<file path="config.mk">
export PLATFORM = sky130hd
export DESIGN_NAME = pc_unit
export DESIGN_NICKNAME = d
export VERILOG_FILES = /design/src/rtl/pc_pkg.sv /design/src/rtl/pc_ras.sv /design/src/rtl/pc_unit.sv
export SDC_FILE = /design/constraint.sdc
export NUM_CORES = 1
export LEC_CHECK = 0
export ABC_CLOCK_PERIOD_IN_PS = 3300
export BUFFER_PORTS_ARGS = -buffer_cell sky130_fd_sc_hd__buf_2
export CAP_MARGIN = 20
export CORE_ASPECT_RATIO = 2
export CORE_UTILIZATION = 50
export CTS_CLUSTER_DIAMETER = 100
export DETAILED_ROUTE_END_ITERATION = 8
export MAX_ROUTING_LAYER = met4
export PLACE_DENSITY = 0.72
export SLEW_MARGIN = 30
export SYNTH_ARGS = -nofsm -noshare
export SYNTH_HDL_FRONTEND = slang
export SYNTH_SLANG_ARGS = --single-unit
</file>
<file path="constraint.sdc">
create_clock -name CLK -period 3.3 [get_ports CLK]
set_clock_uncertainty 0.15 [all_clocks]
set_input_delay 0.495 -clock CLK [delete_from_list [all_inputs] [get_ports CLK]]
set_output_delay 0.495 -clock CLK [all_outputs]
set_load 0.01 [all_outputs]
</file>
<file path="src/rtl/pc_pkg.sv">
// Shared program-counter constants: update-mode codes, branch-condition codes and the
// condition decode used by pc_unit (the control unit imports the same names).
package pc_pkg;

    localparam logic [1:0] PC_JUMP   = 2'b00;
    localparam logic [1:0] PC_BRANCH = 2'b01;
    localparam logic [1:0] PC_CALL   = 2'b10;
    localparam logic [1:0] PC_RETURN = 2'b11;

    localparam logic [2:0] BT_EQ     = 3'b000;
    localparam logic [2:0] BT_NE     = 3'b001;
    localparam logic [2:0] BT_LT     = 3'b010;
    localparam logic [2:0] BT_GE     = 3'b011;
    localparam logic [2:0] BT_LE     = 3'b100;
    localparam logic [2:0] BT_GT     = 3'b101;
    localparam logic [2:0] BT_ALWAYS = 3'b110;
    localparam logic [2:0] BT_NEVER  = 3'b111;

    // Evaluate a branch condition against the ALU zero/negative flags.
    function automatic logic branch_cond(input logic [2:0] bt, input logic z, input logic n);
        logic result;
        result = 1'b0;
        case (bt)
            BT_EQ:     result = z;
            BT_NE:     result = !z;
            BT_LT:     result = n;
            BT_GE:     result = !n;
            BT_LE:     result = n | z;
            BT_GT:     result = !n & !z;
            BT_ALWAYS: result = 1'b1;
            default:   result = 1'b0;
        endcase
        return result;
    endfunction

endpackage

</file>
<file path="src/rtl/pc_ras.sv">
// Circular return-address stack: pushes wrap over the oldest entry when full,
// pops on an empty stack are ignored and flagged.
module pc_ras #(
    parameter int WIDTH     = 16,
    parameter int RAS_DEPTH = 4
) (
    input  logic             CLK,
    input  logic             RST_N,
    input  logic             push,
    input  logic             pop,
    input  logic [WIDTH-1:0] push_data,
    output logic [WIDTH-1:0] top,
    output logic             empty,
    output logic             full,
    output logic             overflow,
    output logic             underflow
);

    localparam int PTR_W = $clog2(RAS_DEPTH);
    localparam int CNT_W = $clog2(RAS_DEPTH + 1);
    localparam logic [PTR_W-1:0] PTR_ONE = PTR_W'(1);
    localparam logic [CNT_W-1:0] CNT_ONE = CNT_W'(1);
    localparam logic [CNT_W-1:0] CNT_MAX = CNT_W'(RAS_DEPTH);

    logic [WIDTH-1:0] stack_reg [RAS_DEPTH];
    logic [PTR_W-1:0] ptr_reg;
    logic [PTR_W-1:0] ptr_next;
    logic [CNT_W-1:0] count_reg;
    logic [CNT_W-1:0] count_next;
    logic             pop_ok;

    assign empty     = (count_reg == '0);
    assign full      = (count_reg == CNT_MAX);
    assign overflow  = push && full;
    assign underflow = pop && empty;
    assign pop_ok    = pop && !empty;
    // ptr points at the next free slot, so the top of stack sits one below it
    assign top       = stack_reg[ptr_reg - PTR_ONE];

    always_comb begin
        ptr_next   = ptr_reg;
        count_next = count_reg;
        if (push) begin
            ptr_next   = ptr_reg + PTR_ONE;
            count_next = full ? count_reg : count_reg + CNT_ONE;
        end else if (pop_ok) begin
            ptr_next   = ptr_reg - PTR_ONE;
            count_next = count_reg - CNT_ONE;
        end
    end

    always_ff @(posedge CLK) begin
        if (!RST_N) begin
            ptr_reg   <= '0;
            count_reg <= '0;
        end else begin
            ptr_reg   <= ptr_next;
            count_reg <= count_next;
        end
    end

    // Entry storage needs no reset: count_reg gates every read.
    always_ff @(posedge CLK) begin
        if (RST_N && push) begin
            stack_reg[ptr_reg] <= push_data;
        end
    end

endmodule

</file>
<file path="src/rtl/pc_unit.sv">
// Program-counter register with jump, conditional branch, call and return updates;
// call/return go through a circular return-address stack.
module pc_unit #(
    parameter int               WIDTH        = 16,
    parameter logic [WIDTH-1:0] RESET_VECTOR = '0,
    parameter int               RAS_DEPTH    = 4
) (
    input  logic             CLK,
    input  logic             RST_N,
    input  logic             input_PCWrite,
    input  logic [1:0]       input_mode,
    input  logic [2:0]       input_branchType,
    input  logic [WIDTH-1:0] input_newPC,
    input  logic [WIDTH-1:0] input_returnAddr,
    input  logic             input_zero,
    input  logic             input_negative,
    output logic [WIDTH-1:0] output_PC,
    output logic             output_branchTaken,
    output logic             output_rasEmpty,
    output logic             output_rasFull,
    output logic             output_rasError
);

    import pc_pkg::*;

    logic [WIDTH-1:0] pc_reg;
    logic             taken_reg;
    logic             ras_error_reg;
    logic             cond_met;
    logic             ras_push;
    logic             ras_pop;
    logic [WIDTH-1:0] ras_top;
    logic             ras_empty;
    logic             ras_full;
    logic             ras_overflow;
    logic             ras_underflow;

    assign cond_met = branch_cond(input_branchType, input_zero, input_negative);
    assign ras_push = input_PCWrite && (input_mode == PC_CALL);
    assign ras_pop  = input_PCWrite && (input_mode == PC_RETURN);

    pc_ras #(
        .WIDTH     (WIDTH),
        .RAS_DEPTH (RAS_DEPTH)
    ) u_ras (
        .CLK       (CLK),
        .RST_N     (RST_N),
        .push      (ras_push),
        .pop       (ras_pop),
        .push_data (input_returnAddr),
        .top       (ras_top),
        .empty     (ras_empty),
        .full      (ras_full),
        .overflow  (ras_overflow),
        .underflow (ras_underflow)
    );

    always_ff @(posedge CLK) begin
        if (!RST_N) begin
            pc_reg        <= RESET_VECTOR;
            taken_reg     <= 1'b0;
            ras_error_reg <= 1'b0;
        end else if (!input_PCWrite) begin
            taken_reg <= 1'b0;
        end else begin
            case (input_mode)
                PC_JUMP: begin
                    pc_reg    <= input_newPC;
                    taken_reg <= 1'b1;
                end
                PC_BRANCH: begin
                    if (cond_met) begin
                        pc_reg <= input_newPC;
                    end
                    taken_reg <= cond_met;
                end
                PC_CALL: begin
                    pc_reg    <= input_newPC;
                    taken_reg <= 1'b1;
                    if (ras_overflow) begin
                        ras_error_reg <= 1'b1;
                    end
                end
                default: begin
                    // Return on an empty stack leaves the PC where it is.
                    if (ras_underflow) begin
                        taken_reg     <= 1'b0;
                        ras_error_reg <= 1'b1;
                    end else begin
                        pc_reg    <= ras_top;
                        taken_reg <= 1'b1;
                    end
                end
            endcase
        end
    end

    assign output_PC          = pc_reg;
    assign output_branchTaken = taken_reg;
    assign output_rasEmpty    = ras_empty;
    assign output_rasFull     = ras_full;
    assign output_rasError    = ras_error_reg;

endmodule

</file>
Word level (Yosys, flattened, before mapping)
Memory sizes are Yosys's and may differ from the RTL's.
Index checks and enable logic that the tools add are counted.

storage, ports and cells
  word-level logic and storage cells = 63
  RAM bits = 64
  output and inout bits = 20
  memories kept = 1
  bits in registers = 23

cells by class
  $add $sub $neg = 4
  muxes and demuxes = 16
  bitwise gates (word level) = 3
  equal/unequal tests = 14
  reduce and logical (&&, ||, !) cells = 20

memories
  name             words  width  read ports  clocked after Yosys merged registers in  wr ports  line          source
  u_ras.stack_reg  4      16     1           0                                        1         pc_ras.sv:25  logic [WIDTH-1:0] stack_reg [RAS_DEPTH];

operators by type and width
  operator                                           number
  2-to-1 mux 16 bit                                  2
  case mux 16 bit (2 select lines)                   1
  == test 3 bit (second input constant)              4
  2-to-1 mux 3 bit                                   3
  case mux 1 bit (7 select lines)                    1
  == test 3 x 2 -> 1 bit (second input constant)     2
  logical AND 1 bit                                  6
  logical NOT 3 bit                                  2
  != test 2 bit (second input constant)              3
  2-to-1 mux 1 bit                                   5
  == test 2 bit (second input constant)              2
  2-to-1 mux 2 bit                                   2
  case mux 1 bit (2 select lines)                    2
  AND reduction 2 bit                                2
  AND reduction 4 bit                                1
  nonzero test 2 bit                                 2
  OR reduction 2 bit                                 2
  adder 3 x 1 -> 3 bit (second input constant)       1
  == test 3 x 1 -> 1 bit (second input constant)     1
  logical NOT 1 bit                                  3
  != test 3 x 2 -> 1 bit (second input constant)     1
  AND reduction 3 bit                                1
  subtractor 3 x 1 -> 3 bit (second input constant)  1
  adder 2 x 1 -> 2 bit (second input constant)       1
  6 further kinds                                    6

Logic depth before layout (Yosys ltp)
  depth in word-level cells = 5
  gate-level depth with buffers = 10
  mapped depth without buffers = 6

Hierarchy
From an unflattened synthesis, not the netlist that was laid out.

unflattened totals
  cells, all modules = 247
  area total of the unflattened synthesis = 3646.0 µm²

modules (own cells, without submodules)
  module   sequential area each (µm²)  instances  cells an instance  area an instance (µm²)
  pc_ras   2021.9                      1          136                2718.9
  pc_unit  360.3                       1          111                927.1

Worst setup path after synthesis
Ideal clock, no wire load.

  kind = register to register
  start = register u_ras.ptr_reg[0]
  end = register pc_reg[0], in the netlist output_PC[0]
  clock period less this slack = 2.532 ns
  slack = 0.768 ns
  arrival time = 2.259 ns
  cell stages (with the launch flop) = 10
  path buffers = 4
  library setup time = 0.123 ns
  data required time = 3.027 ns
  cells stage by stage = dfxtp_1 -> buf_2 -> buf_4 -> inv_1 -> ha_1 -> clkbuf_1 -> buf_2 -> mux4_2 -> o211ai_1 -> mux2i_1

on the way
  longest elaborated chain between the ends = 4

RTL lines
  element                           line           source
  start, declared                   pc_ras.sv:26   logic [PTR_W-1:0] ptr_reg;
  start signal, assigned            pc_ras.sv:57   ptr_reg <= ptr_next;
  subtractor 2 x 1 -> 2 bit         pc_ras.sv:38   assign top = stack_reg[ptr_reg - PTR_ONE];
  memory (4 x 16 bit)               n/a
  2-to-1 mux 16 bit                 pc_unit.sv:86  if (ras_underflow) begin
  case mux 16 bit (2 select lines)  pc_unit.sv:66  case (input_mode)
  end signal, assigned              pc_unit.sv:68  pc_reg <= input_newPC;
  end signal, assigned              pc_unit.sv:73  pc_reg <= input_newPC;
  end signal, assigned              pc_unit.sv:90  pc_reg <= ras_top;
  end, declared                     pc_unit.sv:26  logic [WIDTH-1:0] pc_reg;

No other way between the ends. The select of a mux whose other input is x is not followed.
A chain may end at the register's enable or synchronous reset.

Final worst setup path
  start = register u_ras.ptr_reg[1]
  end = register pc_reg[0], in the netlist output_PC[0]

Same word-level chain as after synthesis.

==> results.yml <==
outcome:
  status: "finished clean"
synthesis:
  netlist_area_sq_um: 3638
  yosysSeqAreaShare_pct: 65.47
  yosys_register_bits: 87
  postSynthAreaPerCell_sq_um: 15.48
  yosys-top-cells-area: "edfxtp_1 53%, dfxtp_1 13%, mux4_2 9.9%"
  yosys.area.top_type: "edfxtp_1"
  yosys_warnings: 0
  synth_ff_type: "edfxtp_1"
  synth_edf_count: 64
  syn_inst: 235
  async_reset_ff_share_pct: 0
  syn_nets: 282
  synth_top_area_share_pct: 52.82
  ys_types: 39
layout:
  layout_common_cells: "64 x edfxtp_1, 61 x buf_2, 23 x dfxtp_1, 20 x nand2_1"
  multiInputGateArea_sq_um: 1152
  seqCellArea_sq_um: 2382
  fin_nets: 344
  largest_register_ffs: 64
  drive_above_1_share_pct: 34.11
  final_common_cell: "edfxtp_1"
  area_growth_pct: 18.50
  diodes: 0
  fill_cells: 556
pwr:
  power_leakage_nw: 1.652
  ir_worst_vdd_mv: 0.4322
  p_per_area_nw_per_um2: 572.5
placed_design:
  dp_hpwl_microns: 4272
  port_buffers: 61
  globalplace.congestion: 0.7235
setup_path:
  crit_family: "adder cells"
  worst_r2r_endpoint: "output_PC[0]$_SDFFE_PN0P_"
  worstPathArrival_ns: 2.37
  critPathBufInv: 1
  r2r-start: "u_ras.ptr_reg[1]$_SDFFE_PN0P_"
  crit_start: "u_ras.ptr_reg[1]$_SDFFE_PN0P_"
  path_max_fanout: 18
  worstPathRequired_ns: 3.35
  rr_worst_depth: 5
  slowest_delay_ns: 0.82
  crit_slowest_cell: "ha_1"
  crit_chain: "inv_1, ha_1, mux4_2, o211ai_1, mux2i_1"
  critPathLaunchType: "flop"
  worstSetupEndpointType: "flop"
  cp.depth: 5
  r2r_slack_ns: 0.97
  endpoint: "output_PC[0]$_SDFFE_PN0P_"
  crit_type: "reg2reg"
routing:
  totalWireLength_microns: 6230
  drtPass1Iterations: 4
  drt_iter0_markers: 118
  drtAntennaViolNets: 0
  routedWlPerCell_microns: 15.89
  vias_per_cell: 5.375
  vias: 2107
  drcViolationCount: 0
timing:
  relSlewSlack_pct: 47.21
  setup_viol: 0
  period_needed_ns: 2.325
  drv_slew: 0
  finalHoldViolations: 0
  worstMarginPinSlew_ns: 0.7918
  hold_ws_ns: 0.2235
  rsz0062_at_grt: "no"
  fin_setup_tns_ns: 0
  timing.fmax_mhz: 430.1
  period_share_pct: 70.46
grt:
  globalRouteOverflowTotal: 0
  antenna_found_initial: 0
  grt_max_degree: 38
  track_usage_pct: 19.02
  grt_pass1_vias: 2113
  grt_pass1_wl_microns: 10290
cts:
  post_cts_buffers: 0
  cts_sinks: 87
  path_clk_slew_ns: 0.06
  numCtsBuffers: 9
  clk_latency_ns: 0.33
  cts_tree: "yes"
  clockBufferDepth: 2
  hold_buffers: 0
  cts_root_buffer: "clkbuf_16"
  cts_max_level: 3
  ctsResizeCount: 0
die:
  die_w_microns: 62.32
  std_cell_rows: 43
  die-area_sq_um: 7643
  core_sq_um: 6994
  initial_core_util_pct: 52.02
  die_h_microns: 122.6
  ioPinCount: 62
hold_path:
  hold_path.class: "in2reg"
flow_run:
  maxCapViolCount: 0
==> power by group <==
part	switching [mW]	internal [mW]	total, mW	leakage [nW]
clock	0.400	0.588	0.988	0.148
sequential	0.0191	1.20	1.22	0.766
combinational	0.133	0.124	0.257	0.738
==> through the flow <==
stage               area, sq um  power (mW)  worst slack [ns]  util [%]  std cells
floorplan                  3638       1.424            0.7683         -        235
global placement           4014       1.502            0.9124     57.39        376
detailed placement         4014       1.508            0.8558     57.39        376
CTS                        4309       2.505            0.9259     61.61        392
global route               4312       2.576            0.7770     61.65        392
finish                     4312       2.468            0.9747     61.65        392
==> cell type report <==
| cell class | count | share of cell area [%] |
|---|---|---|
| clock buffer | 9 | 5.223 |
| clock inverter | 7 | 1.625 |
| inverter | 5 | 0.4353 |
| multi-input combinational | 127 | 26.73 |
| sequential | 87 | 55.25 |
| tap | 90 | 2.612 |
| timing repair buffer | 67 | 8.125 |
==> synth_stat cells (2+ instances only) <==
cell type / instances
a21oi_1: 6
and3_1: 4
and3b_1: 2
buf_2: 4
clkbuf_1: 7
dfxtp_1: 23
edfxtp_1: 64
ha_1: 4
inv_1: 5
mux2i_1: 16
mux4_2: 16
nand2_1: 21
nand2b_1: 16
nor2_1: 5
o211ai_1: 16
xnor2_1: 3
==> how the worst min path moves through the flow <==
stage | startpoint | end | slack (ns) | cells after the start
global placement | output_PC[4]$_SDFFE_PN0P_ | output_PC[4]$_SDFFE_PN0P_ | 0.30 | 2
CTS | input_returnAddr[7] | u_ras.stack_reg[2][7]$_DFFE_PP_ | 0.21 | 1
global route | input_returnAddr[9] | u_ras.stack_reg[1][9]$_DFFE_PP_ | 0.21 | 1
detailed placement | output_PC[1]$_SDFFE_PN0P_ | output_PC[1]$_SDFFE_PN0P_ | 0.30 | 2
floorplan | output_PC[15]$_SDFFE_PN0P_ | output_PC[15]$_SDFFE_PN0P_ | 0.33 | 2
finish | input_returnAddr[4] | u_ras.stack_reg[3][4]$_DFFE_PP_ | 0.22 | 1
==> metal layers <==
layer	global-route usage (%)	wire length, microns	up-vias	part of all wire (%)
met1	20.44	2451	1028	39
met2	32.28	3439	47	55
met4	9.738	128	0	2.1
met3	4.926	211	12	3.4
li1	-	-	1020	-
met5	-	0	-	0
==> logic make-up (layout without fill, tap and decap cells) <==
family,count (synthesis),count (layout),synth area share (%)
muxes,33,33,14.61
DFF,87,87,65.47
adders and majority gates,5,5,1.926
buffers and inverters,21,88,3.095
and+or+nand+nor,55,55,7.979
AOI/OAI and AO/OA,30,30,5.949
xor gates and xnor gates,4,4,0.9630
Power figures use the tool's default switching activity.
